===== src/rtl/network_sink.sv =====
// network_sink: stamps network output beats with a per-run timestep index and buffers them for the host stream
module network_sink #(
    parameter int NET_NUM_OUT   = 4,
    parameter int SNK_RUN_WIDTH = 16,
    parameter bit SPARSE        = 1'b0
) (
    input  logic                                 clk,
    input  logic                                 arstn,
    input  logic                                 net_valid,
    output logic                                 net_ready,
    input  logic                                 net_last,
    input  logic [NET_NUM_OUT-1:0]               net_out,
    output logic                                 snk_valid,
    input  logic                                 snk_ready,
    output logic [SNK_RUN_WIDTH+NET_NUM_OUT:0]   snk
);
    localparam int SNK_WIDTH = 1 + SNK_RUN_WIDTH + NET_NUM_OUT;

    typedef enum logic [1:0] {EMPTY = 2'd0, ONE = 2'd1, FULL = 2'd2} fill_e;

    fill_e                    fill_q;
    logic [SNK_WIDTH-1:0]     snk_q, spare_q, word_d;
    logic [SNK_RUN_WIDTH-1:0] tcnt_q, tcnt_d;
    logic [NET_NUM_OUT-1:0]   spikes_d;
    logic                     snk_valid_q, accept, push, pop;

    // ready is derived from registered fill level only, gated low during reset
    assign net_ready = arstn && (fill_q != FULL);
    assign accept    = net_valid && net_ready;
    assign pop       = snk_valid_q && snk_ready;
    assign push      = accept && (!SPARSE || |net_out || net_last);
    assign snk_valid = snk_valid_q;
    assign snk       = snk_q;

    // word assembly: neuron 0 lands in the most significant spike bit; index saturates within a run
    always_comb begin
        spikes_d = '0;
        for (int i = 0; i < NET_NUM_OUT; i++) spikes_d[i] = net_out[NET_NUM_OUT-1-i];
        word_d = {net_last, tcnt_q, spikes_d};
        tcnt_d = !accept ? tcnt_q : net_last ? '0 : &tcnt_q ? tcnt_q : tcnt_q + SNK_RUN_WIDTH'(1);
    end

    // two-entry FIFO: snk_q is the head, spare_q the second slot; full blocks acceptance
    always_ff @(posedge clk or negedge arstn) begin
        if (!arstn) begin
            fill_q      <= EMPTY;
            snk_q       <= '0;
            spare_q     <= '0;
            snk_valid_q <= 1'b0;
            tcnt_q      <= '0;
        end else begin
            tcnt_q <= tcnt_d;
            case (fill_q)
                EMPTY: if (push) begin
                    snk_q       <= word_d;
                    snk_valid_q <= 1'b1;
                    fill_q      <= ONE;
                end
                ONE: if (push && pop) begin
                    snk_q <= word_d;
                end else if (push) begin
                    spare_q <= word_d;
                    fill_q  <= FULL;
                end else if (pop) begin
                    snk_valid_q <= 1'b0;
                    fill_q      <= EMPTY;
                end
                FULL: if (pop) begin
                    snk_q  <= spare_q;
                    fill_q <= ONE;
                end
                default: fill_q <= EMPTY;
            endcase
        end
    end
endmodule


===== config.mk =====
export PLATFORM = sky130hd
export DESIGN_NAME = network_sink
export DESIGN_NICKNAME = d
export VERILOG_FILES = /design/src/rtl/network_sink.sv
export SDC_FILE = /design/constraint.sdc
export NUM_CORES = 1
export LEC_CHECK = 0
export BUFFER_PORTS_ARGS = -buffer_cell sky130_fd_sc_hd__buf_2
export CAP_MARGIN = 20
export CORE_ASPECT_RATIO = 0.8
export CORE_MARGIN = 3
export CORE_UTILIZATION = 58
export CTS_BUF_LIST = sky130_fd_sc_hd__clkbuf_16
export DETAILED_ROUTE_END_ITERATION = 8
export PLACE_DENSITY = 0.88
export SKIP_CTS_REPAIR_TIMING = 1
export SYNTH_ARGS = -nofsm -noshare
export SYNTH_HDL_FRONTEND = slang
export SYNTH_SLANG_ARGS = --single-unit

===== constraint.sdc =====
create_clock -name clk -period 2.3 [get_ports clk]
set_input_delay 0 -clock clk [delete_from_list [all_inputs] [get_ports clk]]
set_output_delay 0 -clock clk [all_outputs]
set_load 0.005 [all_outputs]

==> results.md, run 1 <==
CTS:
- The total clock buffers created by CTS is 9.
- The number of H-tree levels is 3.
- The longest clock path from root to sink contains 2 buffers.
- The clock reaches the later pin of the worst-skew pair after 0.33 ns.
- The root buffer cell is sky130_fd_sc_hd__clkbuf_16.
- The clock input transition at the sequential cells of the worst setup and hold paths is 0.05 ns.
- The clock sink total is 61.
- TritonCTS built the clock tree.

Global route:
- Global routing finished with a remaining overflow of 0.
- The via count of the first global-routing pass is 2240.
- Entering global routing, the biggest net connects 55 pins.
- The initial antenna violation count is 0.
- In the global route stage, overall resource usage came out at 0.2410.
- The first global-routing pass estimated 11030 um of wire.

Synthesis:
- Averaged over all synthesized cells, the footprint is 9.894 um2.
- The count of flip-flops with a built-in enable after synthesis is 0.
- Counting flops and latches in the post-synthesis netlist gives 61.
- For this run, the register share of the synthesized area comes to 0.5302.
- The biggest area contributor in the post-synthesis netlist is sky130_fd_sc_hd__dfrtp_1.
- Yosys attributes the largest share of cell area to sky130_fd_sc_hd__dfrtp_1 53%, sky130_fd_sc_hd__nand2_1 7.7%, sky130_fd_sc_hd__mux2_2 7.4%, sky130_fd_sc_hd__a31oi_1 4.3%, sky130_fd_sc_hd__nor2_1 3.9%.
- The count of mapped cells out of synthesis is 291.
- The number of different library cells used by synthesis comes to 45.
- Synthesis produced a netlist with a net count of 301.
- The most used flip-flop cell after synthesis is sky130_fd_sc_hd__dfrtp_1.
- The share of the synthesized area in the top cell type is 0.5302.
- The mapped cell area is 2879 um2.
- Yosys printed 0 warnings.
- In the synthesized netlist the async set-or-reset flop fraction comes to 1.000.

Run status:
- The run finished with clean final reports.

Pwr:
- The internal power is 2.755 mW.
- The power density relative to cell area is 1199 nW/um2.
- The net switching component of the power is about 1.3 mW.
- The switching share of power is 0.3283.
- The sequential share of power is 0.417.
- The analysis attributes to cell leakage a power of about 1.6 nW.
- The largest voltage drop on the vdd net is 0.0008736 V.
- The share of total power dissipated in combinational logic is 0.268.
- Of the total power, the clock network draws 0.315.

Routing:
- The detailed router finished its first iteration with 202 violations.
- The residual antenna-violating net count after detailed routing is 0.
- Wires add up to slightly below 7000 um.
- The first-pass detailed-route iteration total is 4.
- In the final routed layout, each cell accounts on average for 17.50 um.
- The detail-routed via count per cell is 6.066.
- The DRC violation count after routing is 0.
- Detailed routing inserted a total of 2384 vias.

Floorplanning:
- The effective utilization at floorplan is 0.6152.
- The core region is 4679 um2.
- The row count is 22.
- The top-level I/O count is 32.
- The die extent in y is 69.02 um.
- Measured along the x axis, the die boundary spans about 85 um.
- The area enclosed by the die boundary is approximately 5900 um2.

Setup path:
- The data required time of the worst path is 2.50 ns.
- The maximum fanout along the worst path is 13.
- The worst setup path is captured at a flop.
- The delay of the slowest cell on the worst path is 0.47 ns.
- The element type at the critical path start is a flop.
- The origin of the worst setup path is tcnt_q[0]$_DFFE_PN0P_.
- Traced cell by cell, the critical path runs through ha_1 -> and3_1 -> nand4_4 -> o31ai_4 -> nor4_1 -> a211o_1.
- The startpoint identified for the worst register-to-register timing path is tcnt_q[0]$_DFFE_PN0P_.
- For flop-to-flop paths, the worst setup slack is 0.24 ns.
- The endpoint of the worst register-to-register path is tcnt_q[6]$_DFFE_PN0P_.
- The worst path arrival time is 2.26 ns.
- The number of cells traversed by the worst register-to-register path is 6.
- The highest-delay cell along the critical path is sky130_fd_sc_hd__o31ai_4.
- The kind of critical path is reg2reg.

Placement:
- The number of buffers inserted by port buffering is 31.
- The congestion estimate from routability-driven global placement came to 0.8502.
- The HPWL reported at the end of detailed placement is ~4200 um.
- The number of cells in the design after placement is 372.

Timing:
- Setup repair after global routing left no endpoint under its margin.
- The worst slew margin relative to its limit is 0.5500.
- Setup violations remaining at the end of the flow were counted as 0.
- The clock tree skew after final layout is 0.007648 ns.
- The post-layout minimum cycle time is 2.060 ns.
- Static timing analysis puts the maximum clock frequency at around 0.49 GHz.
- The final count of pins violating max slew is 0.
- The setup TNS is 0 ns.
- The slew at the pin closest to its max-slew limit is 0.6749 ns.
- The total count of hold-check failures in the final report came to 0.
- The final critical-path share of the clock period is 0.8957.

Layout:
- The fraction of layout instances using a drive strength above 1 is 0.2492.
- The total of fill cells in the finished design is 323.
- The count of cells in the finished layout, fillers not included, comes to around 400.
- 0 antenna diodes ended up in the layout.
- The area growth from synthesis to layout is 18.77%.
- After the last flow step, the layout net total stands at 338.
- The leading cell type in the layout, fill and taps excluded is sky130_fd_sc_hd__dfrtp_1.
- The top cell types in the final layout, fill and taps aside, are 61 x sky130_fd_sc_hd__dfrtp_1, 59 x sky130_fd_sc_hd__nand2_1, 31 x sky130_fd_sc_hd__buf_2, 30 x sky130_fd_sc_hd__nor2_1, 20 x sky130_fd_sc_hd__a31oi_1.

Min path:
- The tightest min-delay check is of the in2async type.

Job:
- Across the run, the number of max-cap violations was 0.
## area by class of cell
cell class / instances / area [um2] / share of cell area
repair buffers: 44 / 265.3 / 0.07757
well taps: 60 / 75.07 / 0.02195
multi-input cells: 209 / 1250 / 0.3655
inverters: 3 / 11.26 / 0.003293
clock inverters: 7 / 66.31 / 0.01939
clock buffers: 9 / 225.2 / 0.06586
flip-flops and latches: 61 / 1526 / 0.4464
## synth_stat cells (2+ instances only)
master	number
sky130_fd_sc_hd__buf_6	3
sky130_fd_sc_hd__a31oi_1	20
sky130_fd_sc_hd__nand3b_1	4
sky130_fd_sc_hd__mux2_1	2
sky130_fd_sc_hd__mux2i_1	2
sky130_fd_sc_hd__nand3_2	2
sky130_fd_sc_hd__nand3_1	11
sky130_fd_sc_hd__and3_1	3
sky130_fd_sc_hd__a21oi_1	11
sky130_fd_sc_hd__nand2_1	59
sky130_fd_sc_hd__inv_1	3
sky130_fd_sc_hd__nand2b_1	3
sky130_fd_sc_hd__nor2_1	30
sky130_fd_sc_hd__nor3_1	5
sky130_fd_sc_hd__dfrtp_1	61
sky130_fd_sc_hd__o21ai_0	8
sky130_fd_sc_hd__mux2_2	19
sky130_fd_sc_hd__clkbuf_1	13
sky130_fd_sc_hd__or4_1	3
sky130_fd_sc_hd__and2_1	3
sky130_fd_sc_hd__o21bai_1	2
## how the worst max path moves through the flow
stage | depth (start not counted) | slack [ns] | end
floorplan | 6 | 0.57 | tcnt_q[6]$_DFFE_PN0P_
global placement | 6 | 0.37 | tcnt_q[1]$_DFFE_PN0P_
detailed placement | 6 | 0.28 | tcnt_q[6]$_DFFE_PN0P_
CTS | 6 | 0.24 | tcnt_q[6]$_DFFE_PN0P_
global route | 6 | 0.05 | tcnt_q[6]$_DFFE_PN0P_
finish | 6 | 0.24 | tcnt_q[6]$_DFFE_PN0P_
## cells by family after synthesis
logic type,after synthesis,synth area share
AOI/OAI and AO/OA,52,0.1186
adders and majority gates,1,0.004345
buffers and inverters,21,0.03694
DFF,61,0.5302
muxes,23,0.08909
and+or+nand+nor,133,0.2208
## worst max-delay path, delay by kind of cell, from the launching register on
kind | cells | cell delay (ns)
compound gates | 2 | 0.73
fa+ha+maj | 1 | 0.25
flops | 1 | 0.44
simple gates | 3 | 0.52
## power by group through the flow
stage	clock network [mW]	logic (mW)	registers (mW)
3_3_place_gp	0	1.02	1.68
3_5_place_dp	0	1.06	1.71
6_report	1.29	1.10	1.71
4_1_cts	1.30	1.09	1.70
5_1_grt	1.36	1.23	1.75
2_1_floorplan	0	0.693	1.65
## state kept, by name, indices dropped and copies added, names as in the netlist
signal / flops
spare_q: 21
snk: 21
fill_q: 2
snk_valid: 1
tcnt_q: 16
## layer usage
| metal | vias up | wire length (um) | track usage |
|---|---|---|---|
| met1 | 1203 | 2914 | 0.3210 |
| met5 | - | 0 | 0 |
| met3 | 6 | 460 | 0.07885 |
| li1 | 1092 | - | - |
| met2 | 83 | 3450 | 0.3823 |
| met4 | 0 | 51 | 0.06151 |
## stage by stage
step           instance area (um2)  setup slack [ns]  utilization  power [mW]  hold WS (ns)
2_1_floorplan                 2879            0.5655            -       2.347       -0.2956
3_3_place_gp                  3078            0.3652       0.6578       2.703       -0.1044
3_5_place_dp                  3078            0.2802       0.6578       2.769      -0.09968
4_1_cts                       3369            0.2389       0.7201       4.085       -0.4341
5_1_grt                       3420           0.05422       0.7307       4.343        0.1187
6_report                      3420            0.2400       0.7307       4.101       0.09857
(Power assumes the default switching activity.)
==> run 2, diff against run 1 <==
- clock period: 2.3 -> 2.2 ns (I/O delays scaled with it)
==> results.md, run 2 (synthesized netlist as in run 1, its figures left out) <==
Run status:
- The run finished with clean final reports.

Layout:
- The total of fill cells in the finished design was 304 (-5.9%).
- The number of antenna diodes is 0 (unchanged).
- The fraction of layout instances using a drive strength above 1 is 0.2799 (+0.03063).
- The net total in the final layout is 348 (+3.0%).
- Leaving out fill and tap cells, the most frequent cells in the layout are 60 x sky130_fd_sc_hd__dfrtp_1, 59 x sky130_fd_sc_hd__nand2_1, 31 x sky130_fd_sc_hd__buf_2, 30 x sky130_fd_sc_hd__nor2_1, 20 x sky130_fd_sc_hd__a31oi_1.
- The share of the core filled with cells in the final layout came to 0.7409 (+0.01016).
- From synthesis to final layout, the design area changed by 20.43%.
- The leading cell type in the layout, fill and taps excluded is sky130_fd_sc_hd__dfrtp_1.

Global route:
- The aggregate global-route resource usage came to 0.2359 (-0.005064).
- The via count of the first global-routing pass is 2317 (+3.4%).
- The total grt overflow is 0 (unchanged).
- The maximum number of pins on one net before global-route repair is 62 (+13%).
- The global-route wire length before repair is 10820 um (-1.9%).
- The initial antenna violation count was 0 (unchanged).

Placement:
- The HPWL reported at the end of detailed placement is 4370 um (+3.2%).
- The routability congestion estimate came to 0.8754 (+3.0%).
- The number of buffers inserted by port buffering is 31 (unchanged).

Min path:
- The class of the tightest hold or removal check is in2async.

Pwr:
- The power share of the combinational group is 0.291 (+0.023).
- The internal power is 2.797 mW (+1.5%).
- The switching share of power is 0.3313 (+0.002980).
- The net switching component of the power is 1.385 mW (+2.9%).
- The sequential share of power is 0.418 (about the same).
- The part of the total power dissipated in the clock network is 0.291 (-0.024).
- The largest voltage drop on the vdd net is 0.0007458 V (-15%).
- The standby leakage power was 1.634 nW (+2.7%).
- The power density relative to cell area is 1206 nW/um2 (+0.59%).
- The power consumption is 4.182 mW (+2.0%).

Setup path:
- The worst path arrival time was 2.33 ns (+0.07 ns).
- The kind of capture point of the worst setup path is a flop.
- The number of cells traversed by the worst register-to-register path is 7 (+1).
- On the critical path the largest part of the delay comes from compound AO/OA/AOI/OAI gates.
- The data required time of the worst path is 2.42 ns (-0.08 ns).
- The kind of critical path is reg2reg.
- The endpoint identified for the worst register-to-register timing path is tcnt_q[0]$_DFFE_PN0P_.
- The delay of the slowest cell on the worst path is 0.45 ns (-0.02 ns).
- The worst setup path is launched from a flop.
- The register-to-register setup slack is 0.08 ns (-0.16 ns).
- The count of buffering cells on the critical path with inverters included came to 1 (+1).
- The signal on the critical path passes through ha_2 -> and3_1 -> nand4_4 -> o31ai_4 -> buf_4 -> nor3_1 -> a21o_2.
- The maximum fanout along the worst path is 9 (-4).
- The worst register-to-register path begins at tcnt_q[1]$_DFFE_PN0P_.
- For this design, the slowest cell found on the critical path is sky130_fd_sc_hd__o31ai_4.

Routing:
- The via count of the routed design is 2384 (unchanged).
- The DRC violation count after routing was 0 (unchanged).
- The detailed-route wire length per cell is 17.30 um (-1.1%).
- The first-iteration detailed-routing DRC count came to 237 (+17%).
- The first-pass detailed-route iteration total is 5 (+1).
- The post-detailed-routing wire length is 6971 um (+1.4%).
- The residual antenna-violating net count after detailed routing came to 0 (unchanged).
- The detail-routed via count per cell is 5.916 (-2.5%).

Timing:
- The final count of pins violating max slew is 0 (unchanged).
- The total count of hold-check failures in the final report is 0 (unchanged).
- The final critical-path share of the clock period is 0.9616 (+0.06593).
- The worst hold margin is 0.01979 ns (-0.07877 ns).
- The worst slew margin relative to its limit is 0.4956 (-0.05447).
- The clock tree skew after final layout is 0.004380 ns (-0.003267 ns).
- The slew at the pin closest to its max-slew limit is 0.7566 ns (+0.08171 ns).
- The setup TNS came to 0 ns (unchanged).
- The post-layout minimum cycle time was 2.115 ns (+0.05547 ns).
- The upper clock frequency limit is 0.4727 GHz (-2.6%).
- The count of endpoints failing setup in the final report is 0 (unchanged).

CTS:
- The tree is rooted in a sky130_fd_sc_hd__clkbuf_16.
- The maximum count of clock buffers along a single path is 2 (unchanged).
- The clock input transition at the sequential cells of the worst setup and hold paths is 0.05 ns (about the same).
- The TritonCTS clock tree is yes.
- The clock sink total was 61 (unchanged).
- The clock latency of the later-clocked register in the worst-skew pair came to 0.33 ns (about the same).
- The total clock buffers created by CTS is 9 (unchanged).
- The number of H-tree levels is 3 (unchanged).

Floorplanning:
- The die extent in y is 69.02 um (unchanged).
- The area enclosed by the die boundary is 5850 um2 (unchanged).
- The row count was 22 (unchanged).
- The top-level I/O count is 32 (unchanged).
- The horizontal extent of the die is 84.77 um (unchanged).
- The area of the core came to 4679 um2 (unchanged).
- The effective utilization at floorplan is 0.6152 (unchanged).

Job:
- The count of maximum capacitance violations is 0 (unchanged).
==> run 2: changes by cell type in the layout (fill, tap and decap cells not counted) <==
cell,delta
sky130_fd_sc_hd__clkinv_1,-3
sky130_fd_sc_hd__ha_2,+1
sky130_fd_sc_hd__dfrtp_2,+1
sky130_fd_sc_hd__bufinv_16,-1
sky130_fd_sc_hd__clkinv_2,+4
sky130_fd_sc_hd__clkinv_4,-2
sky130_fd_sc_hd__buf_4,+10
sky130_fd_sc_hd__dfrtp_1,-1
sky130_fd_sc_hd__ha_1,-1
sky130_fd_sc_hd__inv_1,+2
==> run 2: per-layer routing <==
metal | vias up | part of all wire | track usage
li1 | 1108 | - | -
met1 | 1159 | 0.43 | 0.2973
met2 | 95 | 0.49 | 0.3805
met3 | 22 | 0.073 | 0.06930
met4 | 0 | 0.016 | 0.09666
met5 | - | 0 | 0
==> run 2: final cells by class <==
cell class / count / area (um2) / share of cell area
inverter: 3 / 11.26 / 0.003248
multi-input combinational: 209 / 1252 / 0.3612
sequential: 61 / 1528 / 0.4406
clock buffer: 9 / 225.2 / 0.06496
tap: 60 / 75.07 / 0.02165
timing repair buffer: 54 / 340.3 / 0.09816
clock inverter: 7 / 35.03 / 0.01010
==> run 2: worst max path at each step <==
stage	to	from	cells after the start
floorplan	tcnt_q[6]$_DFFE_PN0P_	tcnt_q[0]$_DFFE_PN0P_	6
global placement	tcnt_q[0]$_DFFE_PN0P_	tcnt_q[1]$_DFFE_PN0P_	7
detailed placement	tcnt_q[0]$_DFFE_PN0P_	tcnt_q[1]$_DFFE_PN0P_	7
CTS	tcnt_q[0]$_DFFE_PN0P_	tcnt_q[1]$_DFFE_PN0P_	7
global route	tcnt_q[0]$_DFFE_PN0P_	tcnt_q[1]$_DFFE_PN0P_	7
finish	tcnt_q[0]$_DFFE_PN0P_	tcnt_q[1]$_DFFE_PN0P_	7
==> run 2: stage by stage <==
stage               cell area, um2  setup slack (ns)  cells
global placement              3123            0.1854    378
CTS                           3383           0.02082    394
global route                  3467          -0.02083    403
floorplan                     2879            0.4655    291
finish                        3467           0.08451    403
detailed placement            3123           0.03087    378
==> run 2: power by group through the flow <==
stage	sequential, mW	clock, mW	combinational [mW]
detailed placement	1.76	0	1.18
CTS	1.74	1.22	1.20
floorplan	1.73	0	0.725
global route	1.79	1.29	1.35
finish	1.75	1.22	1.22
global placement	1.72	0	1.13
==> run 3, diff against run 2 <==
- BUFFER_PORTS_ARGS: -buffer_cell sky130_fd_sc_hd__buf_2 -> -buffer_cell sky130_fd_sc_hd__clkbuf_2
==> results.md, run 3 (synthesized netlist as in run 1, its figures left out) <==
Timing:
- The slew at the pin closest to its max-slew limit is 0.5207 ns (-0.2359 ns).
- The total count of hold-check failures in the final report was 0 (unchanged).
- The setup TNS was 0 ns (unchanged).
- The clock tree skew after final layout is 0.008303 ns (+0.003922 ns).
- The worst hold margin is 0.05510 ns (+0.03530 ns).
- The post-layout minimum cycle time is 2.064 ns (-0.05139 ns).
- The worst slew margin relative to its limit is 0.6529 (+0.1573).
- The final count of pins violating max slew is 0 (unchanged).
- Setup repair after global routing left no endpoint under its margin.
- The upper clock frequency limit is 0.4845 GHz (+2.5%).
- The final critical-path share of the clock period was 0.9382 (-0.02336).
- The count of endpoints failing setup in the final report came to 0 (unchanged).

Floorplanning:
- The area enclosed by the die boundary came to 5850 um2 (unchanged).
- The effective utilization at floorplan came to 0.6152 (unchanged).
- The top-level I/O count is 32 (unchanged).
- The row count was 22 (unchanged).
- The die extent in y is 69.02 um (unchanged).
- The horizontal extent of the die is 84.77 um (unchanged).
- The area of the core is 4679 um2 (unchanged).

Setup path:
- The worst path arrival time is 2.28 ns (-0.05 ns).
- The worst register-to-register path begins at tcnt_q[1]$_DFFE_PN0P_.
- The delay of the slowest cell on the worst path is 0.42 ns (-0.03 ns).
- The register-to-register setup slack is 0.14 ns (+0.05 ns).
- The highest-delay cell along the critical path is sky130_fd_sc_hd__dfrtp_1.
- The element type at the critical path start is a flop.
- The most critical setup path has its startpoint at tcnt_q[1]$_DFFE_PN0P_.
- The data required time of the worst path was 2.41 ns (about the same).
- The critical path goes through ha_1 -> and3_2 -> nand4_4 -> o31ai_4 -> buf_4 -> nor4_1 -> a211o_1.
- The maximum fanout along the worst path came to 7 (-2).
- In this run the critical register-to-register path is captured at tcnt_q[6]$_DFFE_PN0P_.
- The kind of capture point of the worst setup path is a flop.
- The number of cells traversed by the worst register-to-register path is 7 (unchanged).
- The kind of critical path is reg2reg.
- Following the worst setup path forward leads to its endpoint at tcnt_q[6]$_DFFE_PN0P_.

Min path:
- The min-delay analysis places its worst path in the category in2async.

CTS:
- The maximum count of clock buffers along a single path came to 2 (unchanged).
- The clock input transition at the sequential cells of the worst setup and hold paths is 0.05 ns (about the same).
- The TritonCTS clock tree is yes.
- The root buffer cell is sky130_fd_sc_hd__clkbuf_16.
- The clock sink total is 61 (unchanged).
- The clock latency of the later-clocked register in the worst-skew pair is 0.33 ns (about the same).
- The total clock buffers created by CTS is 9 (unchanged).
- The number of H-tree levels is 3 (unchanged).

Pwr:
- The largest voltage drop on the vdd net is 0.0008753 V (+17%).
- The power density relative to cell area is 1212 nW/um2 (+0.46%).
- The sequential share of power is 0.421 (+0.003).
- The part of the total power dissipated in the clock network was 0.296 (+0.005).
- The internal power is 2.796 mW (about the same).
- The net switching component of the power came to 1.406 mW (+1.5%).
- The power share of the combinational group is 0.283 (-0.008).
- The standby leakage power is 1.629 nW (-0.28%).
- The switching share of power is 0.3345 (+0.003268).

Placement:
- The number of buffers inserted by port buffering is 31 (unchanged).
- The routability congestion estimate is 0.8096 (-7.5%).
- The HPWL reported at the end of detailed placement was 4250 um (-2.8%).

Layout:
- The area of all sequential standard cells was 1528 um2 (unchanged).
- The number of antenna diodes is 0 (unchanged).
- The net total in the final layout came to 347 (-0.29%).
- The total of fill cells in the finished design is 329 (+8.2%).
- Leaving out fill and tap cells, the most frequent cell in the layout is sky130_fd_sc_hd__dfrtp_1.
- The top cell types in the final layout, fill and taps aside, are 60 x sky130_fd_sc_hd__dfrtp_1, 59 x sky130_fd_sc_hd__nand2_1, 31 x sky130_fd_sc_hd__clkbuf_2, 30 x sky130_fd_sc_hd__nor2_1, 20 x sky130_fd_sc_hd__a31oi_1.
- The fraction of layout instances using a drive strength above 1 came to 0.2749 (-0.005030).
- The signed area change from the synthesized netlist to the final layout is 20.43% (unchanged).
- The area of the multi-input gates was 1251 um2 (about the same).

Global route:
- The maximum number of pins on one net before global-route repair is 44 (-29%).
- The via count of the first global-routing pass is 2241 (-3.3%).
- The total grt overflow is 0 (unchanged).
- The initial antenna violation count is 0 (unchanged).
- The aggregate global-route resource usage is 0.2389 (+0.002984).
- The global-route wire length before repair is 11050 um (+2.2%).

Routing:
- The residual antenna-violating net count after detailed routing came to 0 (unchanged).
- The first-pass detailed-route iteration total came to 4 (-1).
- The detail-routed via count per cell is 5.925 (+0.16%).
- The post-detailed-routing wire length is 6659 um (-4.5%).
- The first-iteration detailed-routing DRC count was 232 (-2.1%).
- The via count of the routed design is 2382 (-0.084%).
- The DRC violation count after routing is 0 (unchanged).
- The detailed-route wire length per cell is 16.56 um (-4.2%).

Run status:
- The flow ran to the end, and the final reports show no timing, DRC or antenna violations.

Job:
- The count of maximum capacitance violations came to 0 (unchanged).
-- run 3: cell count changes in the layout (fill, tap and decap cells not counted), moves of 2 or more --
cell | before | now
sky130_fd_sc_hd__buf_2 | 31 | 0
sky130_fd_sc_hd__clkbuf_2 | 0 | 31
sky130_fd_sc_hd__clkinv_1 | 0 | 2
sky130_fd_sc_hd__clkinv_2 | 4 | 0
sky130_fd_sc_hd__clkinv_4 | 0 | 2
-- run 3: critical path, delay by kind of cell, from the launching register on --
kind	cells	cell delay, ns
AO/OA/AOI/OAI	2	0.65
adder cells (fa/ha/maj)	1	0.24
buffers and inverters	1	0.20
flip-flops	1	0.42
AND/OR/NAND/NOR	3	0.45
-- run 3: power groups by stage --
stage	logic, mW	clock network [mW]	registers (mW)
2_1_floorplan	0.725	0	1.73
4_1_cts	1.18	1.25	1.76
3_5_place_dp	1.16	0	1.78
5_1_grt	1.33	1.32	1.82
3_3_place_gp	1.12	0	1.75
6_report	1.19	1.25	1.77
-- run 3: worst min-delay path by stage --
stage	slack [ns]	endpoint	cells after the start
3_3_place_gp	-0.15	fill_q[0]$_DFFE_PN0P_	1
5_1_grt	0.07	snk_valid$_DFFE_PN0P_	2
4_1_cts	-0.49	snk_valid$_DFFE_PN0P_	1
2_1_floorplan	-0.30	fill_q[0]$_DFFE_PN0P_	0
3_5_place_dp	-0.14	fill_q[0]$_DFFE_PN0P_	1
6_report	0.06	snk_valid$_DFFE_PN0P_	2
-- run 3: layout make-up --
class | count | area share
multi-input combinational | 209 | 0.3609
clock buffer | 9 | 0.06496
tap | 60 | 0.02165
timing repair buffer | 53 | 0.09599
sequential | 61 | 0.4406
inverter | 3 | 0.003248
clock inverter | 7 | 0.01263
-- run 3: metrics by stage --
stage	cell area, um2	total power [mW]	setup slack, ns	instances	utilization
2_1_floorplan	2879	2.453	0.4655	291	-
3_3_place_gp	3131	2.867	0.2288	379	0.6690
3_5_place_dp	3131	2.933	0.1011	379	0.6690
4_1_cts	3400	4.197	0.07706	395	0.7265
5_1_grt	3467	4.469	0.002497	402	0.7409
6_report	3467	4.202	0.1359	402	0.7409
-- run 3: metal layers --
metal	global-route usage	wire [um]	vias to the layer above
li1	-	-	1113
met1	0.3237	2897	1166
met2	0.3753	3255	93
met3	0.08005	445	10
met4	0.05272	61	0
met5	0	0	-
